[config.mk]
export PLATFORM = sky130hd
export DESIGN_NAME = serial_subtractor
export DESIGN_NICKNAME = d
export VERILOG_FILES = /design/src/rtl/serial_subtractor.sv
export SDC_FILE = /design/constraint.sdc
export NUM_CORES = 1
export LEC_CHECK = 0
export ABC_AREA = 1
export BUFFER_PORTS_ARGS = -buffer_cell sky130_fd_sc_hd__clkbuf_2
export CORE_MARGIN = 2
export CORE_UTILIZATION = 56
export DETAILED_ROUTE_END_ITERATION = 7
export GPL_TIMING_DRIVEN = 1
export HOLD_SLACK_MARGIN = 0.02
export PLACE_DENSITY = 0.86
export SYNTH_ARGS = -nofsm -noshare
export SYNTH_HDL_FRONTEND = slang
export SYNTH_SLANG_ARGS = --single-unit
[constraint.sdc]
create_clock -name clk -period 1.85 [get_ports clk]
set_clock_uncertainty 0.15 [all_clocks]
set_input_delay 0.37 -clock clk [delete_from_list [all_inputs] [get_ports clk]]
set_output_delay 0.37 -clock clk [all_outputs]
set_load 0.03 [all_outputs]
[src/rtl/serial_subtractor.sv]
// rtl/serial_subtractor.sv - bit-serial full subtractor with start/done handshake
module serial_subtractor #(
  parameter int WIDTH = 8
) (
  input  logic             clk,
  input  logic             rst_n,
  input  logic             start,
  input  logic [WIDTH-1:0] a,
  input  logic [WIDTH-1:0] b,
  input  logic             bin,
  output logic             busy,
  output logic             done,
  output logic [WIDTH-1:0] diff,
  output logic             bout
);

  localparam int CW = $clog2(WIDTH) + 1;

  typedef enum logic [1:0] {
    S_IDLE,
    S_SHIFT,
    S_DONE
  } state_t;

  state_t           r_state;
  state_t           w_state_next;
  logic [WIDTH-1:0] r_a_sr;
  logic [WIDTH-1:0] r_b_sr;
  logic [WIDTH-1:0] r_result;
  logic             r_borrow;
  logic [CW-1:0]    r_count;

  logic w_x;
  logic w_y;
  logic w_hs1_d;
  logic w_hs1_b;
  logic w_hs2_b;
  logic w_d;
  logic w_borrow_next;
  logic w_load;
  logic w_shift;
  logic w_last_bit;

  // Single full-subtractor cell built from two half subtractors and an OR.
  assign w_x           = r_a_sr[0];
  assign w_y           = r_b_sr[0];
  assign w_hs1_d       = w_x ^ w_y;
  assign w_hs1_b       = ~w_x & w_y;
  assign w_d           = w_hs1_d ^ r_borrow;
  assign w_hs2_b       = ~w_hs1_d & r_borrow;
  assign w_borrow_next = w_hs1_b | w_hs2_b;

  // A new operation may be accepted from IDLE or from the DONE cycle.
  assign w_load     = start && ((r_state == S_IDLE) || (r_state == S_DONE));
  assign w_shift    = (r_state == S_SHIFT);
  assign w_last_bit = (r_count == CW'(WIDTH - 1));

  // State register.
  always_ff @(posedge clk or negedge rst_n) begin
    if (!rst_n) begin
      r_state <= S_IDLE;
    end else begin
      r_state <= w_state_next;
    end
  end

  // Next-state logic and handshake outputs.
  always_comb begin
    w_state_next = r_state;
    busy         = 1'b0;
    done         = 1'b0;
    case (r_state)
      S_IDLE: begin
        if (start) w_state_next = S_SHIFT;
      end
      S_SHIFT: begin
        busy = 1'b1;
        if (w_last_bit) w_state_next = S_DONE;
      end
      S_DONE: begin
        done = 1'b1;
        w_state_next = start ? S_SHIFT : S_IDLE;
      end
      default: w_state_next = S_IDLE;
    endcase
  end

  // Operand shift registers, borrow flop, bit counter and result register.
  always_ff @(posedge clk or negedge rst_n) begin
    if (!rst_n) begin
      r_a_sr   <= '0;
      r_b_sr   <= '0;
      r_result <= '0;
      r_borrow <= 1'b0;
      r_count  <= '0;
    end else if (w_load) begin
      r_a_sr   <= a;
      r_b_sr   <= b;
      r_borrow <= bin;
      r_count  <= '0;
    end else if (w_shift) begin
      r_a_sr   <= r_a_sr >> 1;
      r_b_sr   <= r_b_sr >> 1;
      r_result <= (r_result >> 1) | (WIDTH'(w_d) << (WIDTH - 1));
      r_borrow <= w_borrow_next;
      r_count  <= r_count + CW'(1);
    end
  end

  // Result and borrow-out hold between operations.
  assign diff = r_result;
  assign bout = r_borrow;

endmodule
# Yosys cells after proc, flatten, opt, wreduce, memory -nomap -nowiden
# Cells that the tools add are included.
[op_classes] n_reduce_logical=6 mul=0 eq_ne=5 add_sub_neg=1 n_shift=0 muxes=14 bitwise=9 n_lt_le_gt_ge=0 div=0
[op_table] cell="$mux W8" n=4
[op_table] cell="$mux W4" n=2
[op_table] cell="$or A7 B8 Y8" n=1
[op_table] cell="$pmux W2 S3" n=1
[op_table] cell="$mux W1" n=5
[op_table] cell="$add A4 B1 Y4 const B" n=1
[op_table] cell="$eq A4 B3 Y1 const B" n=1
[op_table] cell="$mux W2" n=2
[op_table] cell="$reduce_and A2 Y1" n=2
[op_table] cell="$not A1 Y1" n=3
[op_table] cell="$and A1 B1 Y1" n=2
[op_table] cell="$eq A2 B1 Y1 const B" n=1
[op_table] cell="$eq A2 B2 Y1 const B" n=1
[op_table] cell="$logic_not A2 Y1" n=1
[op_table] cell="$ne A2 B1 Y1 const B" n=1
[op_table] cell="$ne A2 B2 Y1 const B" n=1
[op_table] cell="$reduce_bool A2 Y1" n=1
[op_table] cell="$xor A1 B1 Y1" n=2
[op_table] cell="$logic_and A1 B1 Y1" n=1
[op_table] cell="$logic_or A1 B1 Y1" n=1
[op_table] cell="$or A1 B1 Y1" n=1
[totals] out_inout_bits=11 latch_bits=0 in_bits=20 n_memories=0 ram_bits=0 regBits=31 romBits=0

# Depth between registers and ports, before layout
[depth] word_depth=6 ltp_mapped=7

# Least setup slack after synthesis
# No wires, ideal clock.
[synth_timing] path_type="flip-flop to flip-flop" startpoint="register r_borrow (netlist: bout)" endpoint="register r_borrow (netlist: bout)" stages_incl_launch_ff=6 path_slack_ps=424 setup_ps=65 arrival_time_ps=1211 n_path_buf=0 synth_period_minus_slack_ps=1426 path_cell_list="dfrtp_1 inv_1 fa_1 o21ai_0 o21ai_0 nand2_1"
[synth_via] elab_chain_len=4
[synth_rtl] element="start, declared" line="30" source="logic r_borrow;"
[synth_rtl] element="start signal, assigned" line="99" source="r_borrow <= bin;"
[synth_rtl] element="start signal, assigned" line="105" source="r_borrow <= w_borrow_next;"
[synth_rtl] element="$and A1 B1 Y1" line="50" source="assign w_hs2_b = ~w_hs1_d & r_borrow;"
[synth_rtl] element="$or A1 B1 Y1" line="51" source="assign w_borrow_next = w_hs1_b | w_hs2_b;"
[synth_rtl] element="$mux W1" line="101" source="end else if (w_shift) begin"
[synth_rtl] element="$mux W1" line="96" source="end else if (w_load) begin"
# Every way passes these cells. The select of a mux whose other input is x is not followed.
# A chain may end at the register's enable or synchronous reset.

# Worst setup path in the final report
[layout_timing] startpoint="register r_state[0]" endpoint="output port busy"
[layout_via] elab_chain_len=2
[layout_rtl] element="start, declared" line="25" source="state_t r_state;"
[layout_rtl] element="start signal, assigned" line="63" source="r_state <= w_state_next;"
[layout_rtl] element="$eq A2 B1 Y1" line="72" source="case (r_state)"
[layout_rtl] element="$mux W1" line="72"
[layout_rtl] element="end, declared" line="11" source="output logic busy,"
# Every way passes these cells.

==> summary.txt <==
DRT
----------------------------------------------------------------------------------------
Vias per inst .............................................................        5.280
DRC viols .................................................................            0
Total routed wirelength ...................................................      3015 um
Number of search-and-repair iterations in the first detailed-routing pass .            4
Residual antenna-violating net count after detailed routing ...............            0
Detailed router's first-iteration violation count .........................           25
Via count of the routed design ............................................         1246
Wirelength per Cell .......................................................     12.78 um

SYNTHESIS
----------------------------------------------------------------------------------------
Share of synthesized area occupied by flip-flops and latches ..............       55.26%
Share of Yosys cell area claimed by the top area cell type ................       55.26%
Number of synthesis warnings ..............................................            0
Area of the mapped netlist ................................................ 0.001404 mm^2
Flip-flop and latch count after synthesis .................................           31
Post-synthesis instance total .............................................          168
Synth Area per Inst .......................................................   8.356 um^2
Net count of the mapped netlist ...........................................          190
Most area-consuming cells after synthesis ................................. sky130_fd_sc_hd__dfrtp_1 55%, sky130_fd_sc_hd__nand2_1 14%, sky130_fd_sc_hd__o21ai_0 8.2%
Post-synthesis cell type count ............................................           19
Post-synthesis cell type with the largest combined area ................... sky130_fd_sc_hd__dfrtp_1

HOLD PATH
----------------------------------------------------------------------------------------
Worst hold-check path type ................................................ primary input to register
Worst Min Path Start ......................................................         a[7]
Hold Path Depth ...........................................................            3
Worst min-delay path endpoint ............................................. r_a_sr[7]$_DFFE_PN0P_

PLACE
----------------------------------------------------------------------------------------
Count of buffers inserted at the top-level ports ..........................           30
Cells after DPL ...........................................................          227
Routability congestion estimate from global placement .....................       0.8089
Placed Area ............................................................... 0.001582 mm^2
Half-perimeter wire length of the detailed placement result ...............      2100 um

SETUP PATH
----------------------------------------------------------------------------------------
Worst path cell trace ..................................................... inv_1 -> nor2_2 -> clkbuf_2
Critical path required time ...............................................      1.33 ns
FF-to-FF End .............................................................. r_a_sr[1]$_DFFE_PN0P_
Arrival time at the worst endpoint ........................................      1.15 ns
Slowest cell delay on critical path .......................................      0.39 ns
Path type of the worst setup path ......................................... register to output port
Cell family with most CP delay ............................................   flip-flops
Sum of buffers and inverters on the critical path .........................            2
Critical Path Sink Type ...................................................  output port
Slowest stage cell on the critical path ................................... sky130_fd_sc_hd__dfrtp_1
Crit start category .......................................................     register
R2r setup slk .............................................................      0.37 ns
FF-to-FF Start ............................................................ r_state[0]$_DFFE_PN0P_
Max FO, Critical Path .....................................................            4
Cell count of the worst reg-to-reg path ...................................            6
Logic depth of the worst path, buffers included ...........................            3

CELLS AND AREA
----------------------------------------------------------------------------------------
Finished Layout Cells .....................................................          236
Growth of design area from synthesis to finish ............................       18.27%
Ant. Diodes ...............................................................            0
Post-route standard cell area excluding fillers ........................... 0.001660 mm^2
NumNets Final .............................................................          227
Share of layout cells above drive strength 1 ..............................       21.84%

FLOORPLAN
----------------------------------------------------------------------------------------
Die W .....................................................................     54.07 um
Core Footprint ............................................................ 0.002432 mm^2
Initial standard-cell utilization of the core .............................       57.72%
Top-level port count ......................................................           31
Die Outline Area .......................................................... 0.002924 mm^2
Die Ht ....................................................................     54.07 um
Number of rows in the core area ...........................................           18

STA
----------------------------------------------------------------------------------------
Pin slew with the least headroom to its limit .............................    0.3761 ns
Time the final worst path needs with I/O delays and setup .................     1.673 ns
Total Negative Setup Slacks ...............................................         0 ns
Final count of negative-setup-slack endpoints .............................            0
Final max-slew violation count ............................................            0
Relative slew slack .......................................................       74.93%
Number of failing hold endpoints at the final stage .......................            0
Final Cycle Share .........................................................       90.42%
Unrepaired setup endpoints after global routing ...........................        false
Fmax ......................................................................   0.5978 GHz

GRT
----------------------------------------------------------------------------------------
Remaining global-route overflow ...........................................            0
Number of antenna violations at the first check in global routing .........            0
Global-route wire length before repair ....................................      5016 um
Pin count of the biggest net entering global routing ......................           32
Global routing usage summed across all routing layers .....................       25.65%
Vias in the first global route ............................................         1264

CLOCK TREE
----------------------------------------------------------------------------------------
Clk Latency, worst-skew pair ..............................................      0.34 ns
Resized Gates After CTS ...................................................            0
CTS tree ..................................................................        built
CTS HTree Levels ..........................................................            2
Worst-path clk slew .......................................................      0.09 ns
Number of clock sinks .....................................................           31
Root buffer selected by CTS ............................................... sky130_fd_sc_hd__clkbuf_4
Worst-case clock buffer depth .............................................            2
Number of setup buffers added after CTS ...................................            0
Number of hold-repair buffers added at the cts stage ......................            1
Clock buffer count from CTS ...............................................            5

PWR
----------------------------------------------------------------------------------------
Comb pwr share ............................................................        44.8%
Switching power as a share of total power .................................       44.18%
Total internal power ......................................................     1.649 mW
Relative contribution of the clock network to total power .................        15.4%
Tot Pwr ...................................................................     2.955 mW
IR Drop Worst-Case VDD ....................................................     1.048 mV
Leakage power total .......................................................    0.9106 nW
Reported net switching power ..............................................     1.305 mW
Power density over the cells .............................................. 1780 mW/mm^2
Relative contribution of sequential cells to total power ..................        39.8%

RUN STATUS
----------------------------------------------------------------------------------------
Outcome ................................................................... finished clean

RUN
----------------------------------------------------------------------------------------
Max-capacitance violation count ...........................................            0

[cell families (layout without fill, tap and decap cells)]
group | count (synthesis) | count (layout) | share of synthesized area [%]
simple gates | 76 | 76 | 21.92
flops | 31 | 31 | 55.26
buf+inv | 30 | 68 | 9.803
compound gates | 29 | 29 | 10.69
fa+ha+maj | 2 | 2 | 2.317
[worst max-delay path by stage]
stage	from	end	slack [ns]
6_report	r_state[0]$_DFFE_PN0P_	busy	0.18
3_5_place_dp	r_state[0]$_DFFE_PN0P_	r_a_sr[1]$_DFFE_PN0P_	0.36
5_1_grt	r_state[0]$_DFFE_PN0P_	busy	0.09
4_1_cts	r_state[0]$_DFFE_PN0P_	busy	0.16
3_3_place_gp	r_state[0]$_DFFE_PN0P_	r_a_sr[1]$_DFFE_PN0P_	0.48
2_1_floorplan	bout$_DFFE_PN0P_	bout$_DFFE_PN0P_	0.42
[stage by stage]
step | setup WS (ns) | utilization (%) | hold WS [ns]
floorplan | 0.4237 | - | -0.07559
global placement | 0.4820 | 65.02 | 0.2451
detailed placement | 0.3561 | 65.02 | 0.2563
CTS | 0.1590 | 68.26 | 0.08971
global route | 0.09115 | 68.26 | 0.09216
finish | 0.1771 | 68.26 | 0.09750
[tightest hold or removal path, cell delays in order]
cell and delay, ns:
sky130_fd_sc_hd__clkbuf_2 0.07, sky130_fd_sc_hd__nand2_1 0.04, sky130_fd_sc_hd__o21ai_0 0.06
[cell usage after synthesis]
master,number
sky130_fd_sc_hd__a21oi_1,3
sky130_fd_sc_hd__buf_2,2
sky130_fd_sc_hd__buf_4,2
sky130_fd_sc_hd__buf_6,2
sky130_fd_sc_hd__dfrtp_1,31
sky130_fd_sc_hd__fa_1,1
sky130_fd_sc_hd__ha_1,1
sky130_fd_sc_hd__inv_1,23
sky130_fd_sc_hd__inv_2,1
sky130_fd_sc_hd__nand2_1,53
sky130_fd_sc_hd__nand2_2,1
sky130_fd_sc_hd__nand3_1,9
sky130_fd_sc_hd__nand4_1,2
sky130_fd_sc_hd__nor2_1,9
sky130_fd_sc_hd__nor2_2,1
sky130_fd_sc_hd__nor3_1,1
sky130_fd_sc_hd__o211ai_1,2
sky130_fd_sc_hd__o21ai_0,23
sky130_fd_sc_hd__o21ai_1,1
[placed cells by master, fill, tap and decap left out, drive strengths merged]
cell type,instances
dfrtp,31
buf,5
nor3,1
nand3,9
fa,1
dlygate4sd3,1
a21oi,3
inv,24
clkbuf,38
nor2,10
ha,1
o211ai,2
o21ai,24
nand2,54
nand4,2
[state kept, by name, summed over array words and instances, names as in the netlist]
signal	cells
r_b_sr	8
bout	1
r_a_sr	8
diff	8
r_state	2
r_count	4
[final cells by class]
class | instances | area [um^2]
clock buffer | 8 | 68.82
multi-input combinational | 107 | 490.5
fill | 214 | 772.0
sequential | 31 | 775.7
inverter | 24 | 90.09
tap | 30 | 37.54
timing repair buffer | 36 | 197.7
[power groups by stage]
stage	clock, mW	combinational (mW)	sequential (mW)
global placement	0	1.25	1.17
CTS	0.463	1.34	1.18
floorplan	0	0.832	1.32
detailed placement	0	1.34	1.19
finish	0.454	1.32	1.18
global route	0.487	1.51	1.22
[per-layer routing]
metal	GRT usage (%)	up-vias	part of all wire (%)
met5	0	-	0
met4	16.67	0	2.4
met3	9.722	8	6.1
met2	46.54	43	50
met1	23.54	599	42
li1	-	596	-
(Power assumes the default switching activity.)
